`src/rtl/sysmgr_pkg.sv`:
```
// Shared types and helpers for the system-manager reset sequencer.
package sysmgr_pkg;

  localparam int LOSS_CNT_W = 8;

  typedef enum logic [2:0] {
    ST_PLL_RST   = 3'd0,
    ST_WAIT_LOCK = 3'd1,
    ST_STRETCH   = 3'd2,
    ST_RELEASE   = 3'd3,
    ST_RUN       = 3'd4
  } state_e;

  typedef struct packed {
    logic qual_lock;
    logic qual_loss;
  } lock_evt_t;

  // Width of a counter that must hold 0..n-1.
  function automatic int cnt_w(input int n);
    return (n <= 2) ? 1 : $clog2(n);
  endfunction

  function automatic int max_int(input int a, input int b);
    return (a > b) ? a : b;
  endfunction

endpackage

```
`src/rtl/sysmgr_lock_filt.sv`:
```
// PLL lock synchroniser plus consecutive-sample qualifier; emits single-cycle
// qualified lock / qualified loss pulses on the edge taking the final sample.
module sysmgr_lock_filt
  import sysmgr_pkg::*;
#(
  parameter int LOCK_FILT = 4
) (
  input  logic      clk_in,
  input  logic      clr,
  input  logic      pll_lock,
  output lock_evt_t evt
);

  localparam int FW = cnt_w(LOCK_FILT + 1);

  logic [1:0]    sync;
  logic          lock_s;
  logic [FW-1:0] hi_cnt;
  logic [FW-1:0] lo_cnt;

  assign lock_s = sync[1];

  always_ff @(posedge clk_in) begin
    if (clr) sync <= '0;
    else     sync <= {sync[0], pll_lock};
  end

  // Run-length counters saturate at LOCK_FILT so each run pulses only once.
  always_ff @(posedge clk_in) begin
    if (clr) begin
      hi_cnt <= '0;
      lo_cnt <= '0;
    end else if (lock_s) begin
      lo_cnt <= '0;
      if (hi_cnt != FW'(LOCK_FILT)) hi_cnt <= hi_cnt + 1'b1;
    end else begin
      hi_cnt <= '0;
      if (lo_cnt != FW'(LOCK_FILT)) lo_cnt <= lo_cnt + 1'b1;
    end
  end

  assign evt.qual_lock = lock_s  && (hi_cnt == FW'(LOCK_FILT - 1));
  assign evt.qual_loss = !lock_s && (lo_cnt == FW'(LOCK_FILT - 1));

endmodule

```
`src/rtl/sysmgr_rst_seq.sv`:
```
// Multi-domain reset sequencer: PLL reset, lock qualify, stretch, staggered release.
// Build option RESET_SEQ_RETRY_EN adds a WAIT_LOCK timeout that re-pulses pll_rst.
module sysmgr_rst_seq
  import sysmgr_pkg::*;
#(
  parameter int N_DOMAINS      = 2,
  parameter int PLL_RST_CYCLES = 16,
  parameter int LOCK_FILT      = 4,
  parameter int STRETCH_CYCLES = 128,
  parameter int STAGE_DELAY    = 16,
  parameter int LOCK_TIMEOUT   = 65536
) (
  input  logic                  clk_in,
  input  logic                  rst_in,
  input  logic                  pll_lock,
  output logic                  pll_rst,
  output logic [N_DOMAINS-1:0]  rst_out,
  output logic                  ready,
  output logic [LOSS_CNT_W-1:0] lock_loss_cnt
);

  localparam int CW = cnt_w(max_int(PLL_RST_CYCLES, max_int(STRETCH_CYCLES, STAGE_DELAY)));

  state_e                state;
  logic [CW-1:0]         cnt;
  logic [N_DOMAINS-1:0]  rst_q;
  logic [N_DOMAINS-1:0]  rel_nxt;
  logic                  ready_q;
  logic [LOSS_CNT_W-1:0] lcnt;
  logic                  stage_done;
  logic                  timeout;
  lock_evt_t             evt;

  // Sync chain is held clear during PLL reset so lock is re-qualified from scratch.
  sysmgr_lock_filt #(.LOCK_FILT(LOCK_FILT)) u_filt (
    .clk_in   (clk_in),
    .clr      (rst_in || (state == ST_PLL_RST)),
    .pll_lock (pll_lock),
    .evt      (evt)
  );

`ifdef RESET_SEQ_RETRY_EN
  localparam int     TW          = cnt_w(LOCK_TIMEOUT);
  localparam state_e RUN_LOSS_ST = ST_PLL_RST;
  logic [TW-1:0] to_cnt;

  always_ff @(posedge clk_in) begin
    if (rst_in || (state != ST_WAIT_LOCK)) to_cnt <= '0;
    else                                   to_cnt <= to_cnt + 1'b1;
  end

  assign timeout = (state == ST_WAIT_LOCK) && (to_cnt == TW'(LOCK_TIMEOUT - 1));
`else
  localparam state_e RUN_LOSS_ST = ST_WAIT_LOCK;
  logic unused_timeout;
  assign unused_timeout = (LOCK_TIMEOUT > 0);
  assign timeout        = 1'b0;
`endif

  assign rel_nxt    = rst_q << 1;
  assign stage_done = ((state == ST_STRETCH) && (cnt == CW'(STRETCH_CYCLES - 1))) ||
                      ((state == ST_RELEASE) && (cnt == CW'(STAGE_DELAY - 1)));

  always_ff @(posedge clk_in) begin
    if (rst_in) begin
      state   <= ST_PLL_RST;
      cnt     <= '0;
      rst_q   <= '1;
      ready_q <= 1'b0;
      lcnt    <= '0;
    end else begin
      case (state)
        ST_PLL_RST: begin
          if (cnt == CW'(PLL_RST_CYCLES - 1)) begin
            state <= ST_WAIT_LOCK;
            cnt   <= '0;
          end else begin
            cnt <= cnt + 1'b1;
          end
        end
        ST_WAIT_LOCK: begin
          cnt <= '0;
          if (evt.qual_lock)  state <= ST_STRETCH;
          else if (timeout)   state <= ST_PLL_RST;
        end
        ST_STRETCH, ST_RELEASE: begin
          // Loss wins over a release that falls on the same edge.
          if (evt.qual_loss) begin
            state   <= ST_WAIT_LOCK;
            cnt     <= '0;
            rst_q   <= '1;
            ready_q <= 1'b0;
          end else if (stage_done) begin
            cnt   <= '0;
            rst_q <= rel_nxt;
            if (rel_nxt == '0) begin
              state   <= ST_RUN;
              ready_q <= 1'b1;
            end else begin
              state <= ST_RELEASE;
            end
          end else begin
            cnt <= cnt + 1'b1;
          end
        end
        ST_RUN: begin
          if (evt.qual_loss) begin
            state   <= RUN_LOSS_ST;
            cnt     <= '0;
            rst_q   <= '1;
            ready_q <= 1'b0;
            if (lcnt != {LOSS_CNT_W{1'b1}}) lcnt <= lcnt + 1'b1;
          end
        end
        default: begin
          state <= ST_PLL_RST;
          cnt   <= '0;
          rst_q <= '1;
        end
      endcase
    end
  end

  assign pll_rst       = (state == ST_PLL_RST);
  assign rst_out       = rst_q;
  assign ready         = ready_q;
  assign lock_loss_cnt = lcnt;

endmodule

```
`config.mk`:
```
export PLATFORM = sky130hd
export DESIGN_NAME = sysmgr_rst_seq
export DESIGN_NICKNAME = d
export VERILOG_FILES = /design/src/rtl/sysmgr_pkg.sv /design/src/rtl/sysmgr_lock_filt.sv /design/src/rtl/sysmgr_rst_seq.sv
export SDC_FILE = /design/constraint.sdc
export NUM_CORES = 1
export LEC_CHECK = 0
export ABC_AREA = 1
export CAP_MARGIN = 20
export CORE_ASPECT_RATIO = 0.7
export CORE_MARGIN = 5
export CORE_UTILIZATION = 25
export CTS_CLUSTER_SIZE = 30
export DETAILED_ROUTE_END_ITERATION = 8
export GPL_ROUTABILITY_DRIVEN = 0
export PLACE_DENSITY = 0.49
export SLEW_MARGIN = 20
export SYNTH_ARGS = -nofsm -noshare
export SYNTH_HDL_FRONTEND = slang
export SYNTH_SLANG_ARGS = --single-unit
export TNS_END_PERCENT = 50
```
`constraint.sdc`:
```
create_clock -name clk_in -period 3.3 [get_ports clk_in]
set_input_delay 0.66 -clock clk_in [delete_from_list [all_inputs] [get_ports clk_in]]
set_output_delay 0.66 -clock clk_in [all_outputs]
set_load 0.01 [all_outputs]
```
* Word level (Yosys, flattened, before mapping)
Index checks and enable logic that the tools add are counted.
** Operators by class
- $add $sub $neg :: 4
- Equal/unequal tests :: 16
- Multiplexer cells :: 21
- Bitwise logic cells :: 2
- Reductions and logical operators :: 18
** Operators with widths (number)
- $mux W7 :: 4
- $pmux W7 S3 :: 1
- $mux W3 :: 6
- $eq A3 B2 Y1 const B :: 4
- $ne A3 B3 Y1 const B :: 4
- $pmux W3 S4 :: 1
- $add A8 B1 Y8 const B :: 1
- $ne A8 B8 Y1 const B :: 1
- $reduce_and A4 Y1 :: 2
- $reduce_or A2 Y1 :: 4
- $add A7 B1 Y7 const B :: 1
- $eq A7 B4 Y1 const B :: 1
- $eq A7 B7 Y1 const B :: 1
- $add A3 B1 Y3 const B :: 2
- $mux W2 :: 3
- $pmux W2 S3 :: 1
- $reduce_and A3 Y1 :: 2
- $logic_and A1 B1 Y1 :: 4
- $mux W1 :: 4
- $ne A2 B2 Y1 const B :: 2
- $eq A3 B1 Y1 const B :: 1
- $eq A3 B3 Y1 const B :: 1
- $logic_not A3 Y1 :: 1
- $logic_not A2 Y1 :: 1
- other kinds (6) :: 8
** Word-level totals
- Bits in registers :: 29
- Input port bits :: 3

* Logic depth before layout (Yosys ltp)
- Depth in word-level cells :: 6
- Depth in mapped cells :: 11

* Hierarchy
A second synthesis with hierarchy kept.
** Unflattened totals
- Cells, all modules :: 220
- Area, all modules :: 1560.2 µm²
** Modules (own cells, without submodules)
- sysmgr_rst_seq :: times used 1, cells an instance 163, area an instance 1158.6 µm², sequential area each 420.4 µm²
- sysmgr_lock_filt :: times used 1, cells an instance 57, area an instance 401.6 µm², sequential area each 160.2 µm²

* Worst setup path after synthesis
No wires, ideal clock.
- Kind :: flip-flop to flip-flop
- Start :: register lcnt[0], in the netlist lock_loss_cnt[0]
- End :: register lcnt[0], in the netlist lock_loss_cnt[0]
- Data arrival time :: 1326 ps
- Required time :: 3172 ps
- Slack :: 1846 ps
- Stages on the path, launching flop included :: 9
- Cell sequence :: dfxtp_1 ha_1 nand3_1 nor2_2 nand3_1 nand2_2 inv_4 o21ai_0 a21oi_1
** On the way
- Longest elaborated chain between the ends :: 2
** Ends and longest elaborated chain
- start, declared :: RTL line sysmgr_rst_seq.sv:29 : logic [LOSS_CNT_W-1:0] lcnt;
- start signal, assigned :: RTL line sysmgr_rst_seq.sv:112 : if (lcnt != {LOSS_CNT_W{1'b1}}) lcnt <= lcnt + 1'b1;
- parallel branches: the longest is 2 deep, another holds $add A8 B1 Y8
Parallel ways; which one is timed is not known.
A chain may end at the register's enable or synchronous reset.

* Final worst setup path
- Start :: register state[1]
- End :: output port pll_rst
** On the way
- Longest elaborated chain between the ends :: 1
** Ends and longest elaborated chain
- start, declared :: RTL line sysmgr_rst_seq.sv:24 : state_e state;
- start signal, assigned :: RTL line sysmgr_rst_seq.sv:66 : state <= ST_PLL_RST;
- start signal, assigned :: RTL line sysmgr_rst_seq.sv:75 : state <= ST_WAIT_LOCK;
- start signal, assigned :: RTL line sysmgr_rst_seq.sv:83 : if (evt.qual_lock) state <= ST_STRETCH;
- $logic_not A3 Y1 :: RTL line sysmgr_rst_seq.sv:124 : assign pll_rst = (state == ST_PLL_RST);
- end, declared :: RTL line sysmgr_rst_seq.sv:16 : output logic pll_rst,
Every way passes these cells.

==> reports/results.txt <==
The run gives 4 as the count of TritonRoute iterations in the first routing pass. The cell count after synthesis came out at 213. Buffers placed on the I/O ports in this run total 14. Counting distinct cell types in the post-synthesis netlist gives 25. In the final routed layout, each cell accounts on average for 10.43 um. Setup violations remaining at the end of the flow were counted as 0. Setup repair after global routing left no endpoint under its margin.

15 I/O pins were placed. Once placement completed, the tool counted placed cells totaling 304. The origin of the worst min-delay path was u_filt.sync[0].

The floorplan step defined a die boundary enclosing 7884 um^2. Data on the critical path arrives at its endpoint at 1.66 ns. The path with the worst hold slack has its endpoint at u_filt.sync[1].

Using the TritonRoute via totals, the vias-per-cell ratio works out to 4.314. The tools report the startpoint of the worst register-to-register path as u_filt.lo_cnt[1]. The violation count after the first detailed-routing iteration was 93; the area inside the core boundary was 6126 um^2. Synthesis inferred 29 register bits. The buffer type at the clock tree root is sky130_fd_sc_hd__clkbuf_8. The worst register-to-register path has a setup slack of 1.64 ns.

The total leakage power is 0.0007630 uW. During synthesis, Yosys emitted a total of 0 warnings. A synthesized cell averages 7.260 um^2.

Dividing total power by cell area gives a power density of 437.4 nW/um^2. The chip height came out at 75.81 um. After clock tree synthesis, the clock-pin slew on the worst setup and hold paths is 0.06 ns. The initial antenna violation count was 0; the fraction of layout instances using a drive strength above 1 was 13.25%. In this run the worst setup path begins at state[1]. Dividing the final minimum period by the clock period gives 70.23%. The number of cells on the worst reg-to-reg path is 7. The flow ran to the end, and the final reports show no timing, DRC or antenna violations. For the largest voltage drop on the vdd net, the log shows 0.1448 mV. At the worst endpoint, the required time is 2.64 ns. The floorplan has 24 rows.

In this run the horizontal extent of the chip is 104.0 um. The number of global-route vias before repair was 1260. The clock skew after layout came out at 0.003325 ns. TritonCTS built the clock tree.

The later pin in the worst-skew pair is clocked with a latency of 0.27 ns. The run gives 5754 um as the first-pass GRT wire length. The H-tree was split into 2 levels. Once layout is complete, the cells apart from fillers number 312. The total overflow left after global routing is 0. The multi-input combinational cells in the finished layout cover a total of 824.5 um^2. Counting along the longest clock path gives a buffer depth of 2.

The global-route usage over all layers was 9.165%. The endpoint identified for the worst register-to-register timing path is cnt[0]. STA classifies the critical path endpoint as an output port. The logs give 0 ns for the sum of negative setup slack and 0 for the DRC violation count after routing. Hold timing on the final database bottoms out at a slack of 0.4064 ns. The hold violation count in the final report is 0, and the final critical delay including setup and external delays is 2.318 ns. Counting instances, the worst hold path has a depth of 2.

Kind of path behind the tightest hold check: reg2reg. Once the clock tree was built, the resizer swapped 0 gates to a different size. In this run the cell area of the synthesized design comes to 1546 um^2. Hold repair after CTS inserted 0 buffers. The diode insertion count for antenna repair is 0, and the total length of routed wires is 3253 um.

For the fmax, the log shows 0.4315 GHz. Counting every sink on the clock net gives 29. Synthesis produced a netlist with a net count of 224. Max-slew violation total from the final report: 0. After filler insertion, the fill cell instance count of the layout stands at 693. Of the synthesized area, sequential elements account for 37.54%.

Along the worst path, the maximum fanout reaches 4. For the total area of sequential cells, the log shows 580.6 um^2. The via count is 1346. The half-perimeter wire length of the detailed placement result came out at 2518 um. The transition time of the tightest slew-check pin is 0.3289 ns. The remaining number of nets flagged by the antenna check after routing was 0. Effective utilization at floorplan: 25.25%. The tools report the post-CTS setup repair buffer count as 0. The relative max-transition margin was 77.99%.

The tools report the total of max-cap violations as 0. The cell area after placement was 1777 um^2. The area added between synthesis and finish came out at 20.06%.

Entering global routing, the biggest net connects 13 pins. Summing all non-filler instances in the final layout gives an area of 1857 um^2. The number of nets in the layout was 244.

Clock tree synthesis inserted a total of 5 buffers. The startpoint class of the critical path was a flip-flop. The start-to-end type of the worst setup path is reg2out.
## where the power goes
| group | total, uW | leakage, uW | internal, uW | switching (uW) |
|---|---|---|---|---|
| logic | 146 | 0.000489 | 59.1 | 87.1 |
| clock network | 278 | 0.0000395 | 149 | 128 |
| registers | 388 | 0.000234 | 370 | 17.8 |
## synth_stat cells
master	count	share of area (%)
sky130_fd_sc_hd__o21ai_1	1	0.32
sky130_fd_sc_hd__clkbuf_1	1	0.24
sky130_fd_sc_hd__dfxtp_1	29	38
sky130_fd_sc_hd__nand3_2	2	1.3
sky130_fd_sc_hd__o211ai_1	4	1.9
sky130_fd_sc_hd__inv_4	1	0.40
sky130_fd_sc_hd__inv_2	6	1.5
sky130_fd_sc_hd__buf_6	1	0.73
sky130_fd_sc_hd__a21oi_1	15	4.9
sky130_fd_sc_hd__nand3_1	19	6.1
sky130_fd_sc_hd__clkinv_1	1	0.24
sky130_fd_sc_hd__a21oi_2	2	1.1
sky130_fd_sc_hd__xnor2_1	3	1.7
sky130_fd_sc_hd__or2_2	1	0.40
sky130_fd_sc_hd__nor2_2	3	1.2
sky130_fd_sc_hd__nand2_2	8	3.2
sky130_fd_sc_hd__ha_1	8	6.5
sky130_fd_sc_hd__xor2_1	6	3.4
sky130_fd_sc_hd__o21ai_0	6	1.9
sky130_fd_sc_hd__nand2_1	44	11
sky130_fd_sc_hd__nand3_4	1	1.1
sky130_fd_sc_hd__nand4_1	4	1.6
sky130_fd_sc_hd__inv_1	25	6.1
sky130_fd_sc_hd__nand2_4	1	0.73
sky130_fd_sc_hd__nor2_1	21	5.1
## state kept, by name, indices dropped and copies added (netlist names)
register and flops:
lock_loss_cnt 8, cnt 7, state 3, u_filt.hi_cnt 3, u_filt.lo_cnt 3, rst_out 2
u_filt.sync 2, ready 1
## metal layers
layer	wire length [um]	global-route usage, %
met1	1693	12.28
met2	1282	13.35
met3	244	3.556
met4	32	3.592
met5	0	0
## layout by cell type, fill, tap and decap left out, types with 4 or more instances in the layout
master,n
sky130_fd_sc_hd__o211ai_1,4
sky130_fd_sc_hd__dfxtp_1,29
sky130_fd_sc_hd__inv_2,6
sky130_fd_sc_hd__o21ai_0,6
sky130_fd_sc_hd__ha_1,8
sky130_fd_sc_hd__nor2_1,21
sky130_fd_sc_hd__nand2_1,44
sky130_fd_sc_hd__inv_1,25
sky130_fd_sc_hd__nand2_2,8
sky130_fd_sc_hd__clkbuf_8,5
sky130_fd_sc_hd__xor2_1,6
sky130_fd_sc_hd__nand3_1,19
sky130_fd_sc_hd__nand4_1,4
sky130_fd_sc_hd__a21oi_1,15
sky130_fd_sc_hd__clkdlybuf4s50_1,14
## cell type report
class | instances | share of cell area (%)
sequential | 29 | 31.27
tap | 78 | 5.256
timing repair buffer | 15 | 7.952
multi-input combinational | 149 | 44.41
inverter | 33 | 6.806
clock buffer | 8 | 4.313
## worst max path at each step
stage	cells after the start	endpoint	slack (ns)
after floorplan	8	lock_loss_cnt[0]	1.85
after global placement	5	cnt[2]	1.33
after detailed placement	4	pll_rst	1.27
after CTS	4	pll_rst	0.96
after global routing	4	pll_rst	0.89
final	4	pll_rst	0.98
## logic make-up after synthesis
| family | count (synthesis) | share of synthesized area [%] |
|---|---|---|
| and+or+nand+nor | 104 | 31.55 |
| buffers and inverters | 35 | 9.142 |
| DFF | 29 | 37.54 |
| AOI/OAI and AO/OA | 28 | 10.19 |
| xor gates and xnor gates | 9 | 5.097 |
| adders and majority gates | 8 | 6.473 |
## stage by stage
stage	power, uW	util, %	worst slack, ns
3_5_place_dp	542.9	29.00	1.268
2_1_floorplan	502.7	-	1.846
6_report	812.1	30.31	0.9825
4_1_cts	826.4	30.31	0.9627
5_1_grt	866.3	30.31	0.8882
3_3_place_gp	544.8	29.00	1.326
## critical path: stages (launching register included)
cell                              delay, ns
sky130_fd_sc_hd__dfxtp_1               0.34
sky130_fd_sc_hd__inv_2                 0.09
sky130_fd_sc_hd__nand2_2               0.07
sky130_fd_sc_hd__nor2_1                0.27
sky130_fd_sc_hd__clkdlybuf4s50_1       0.61
Note: power is estimated with default switching activity, not from simulation.
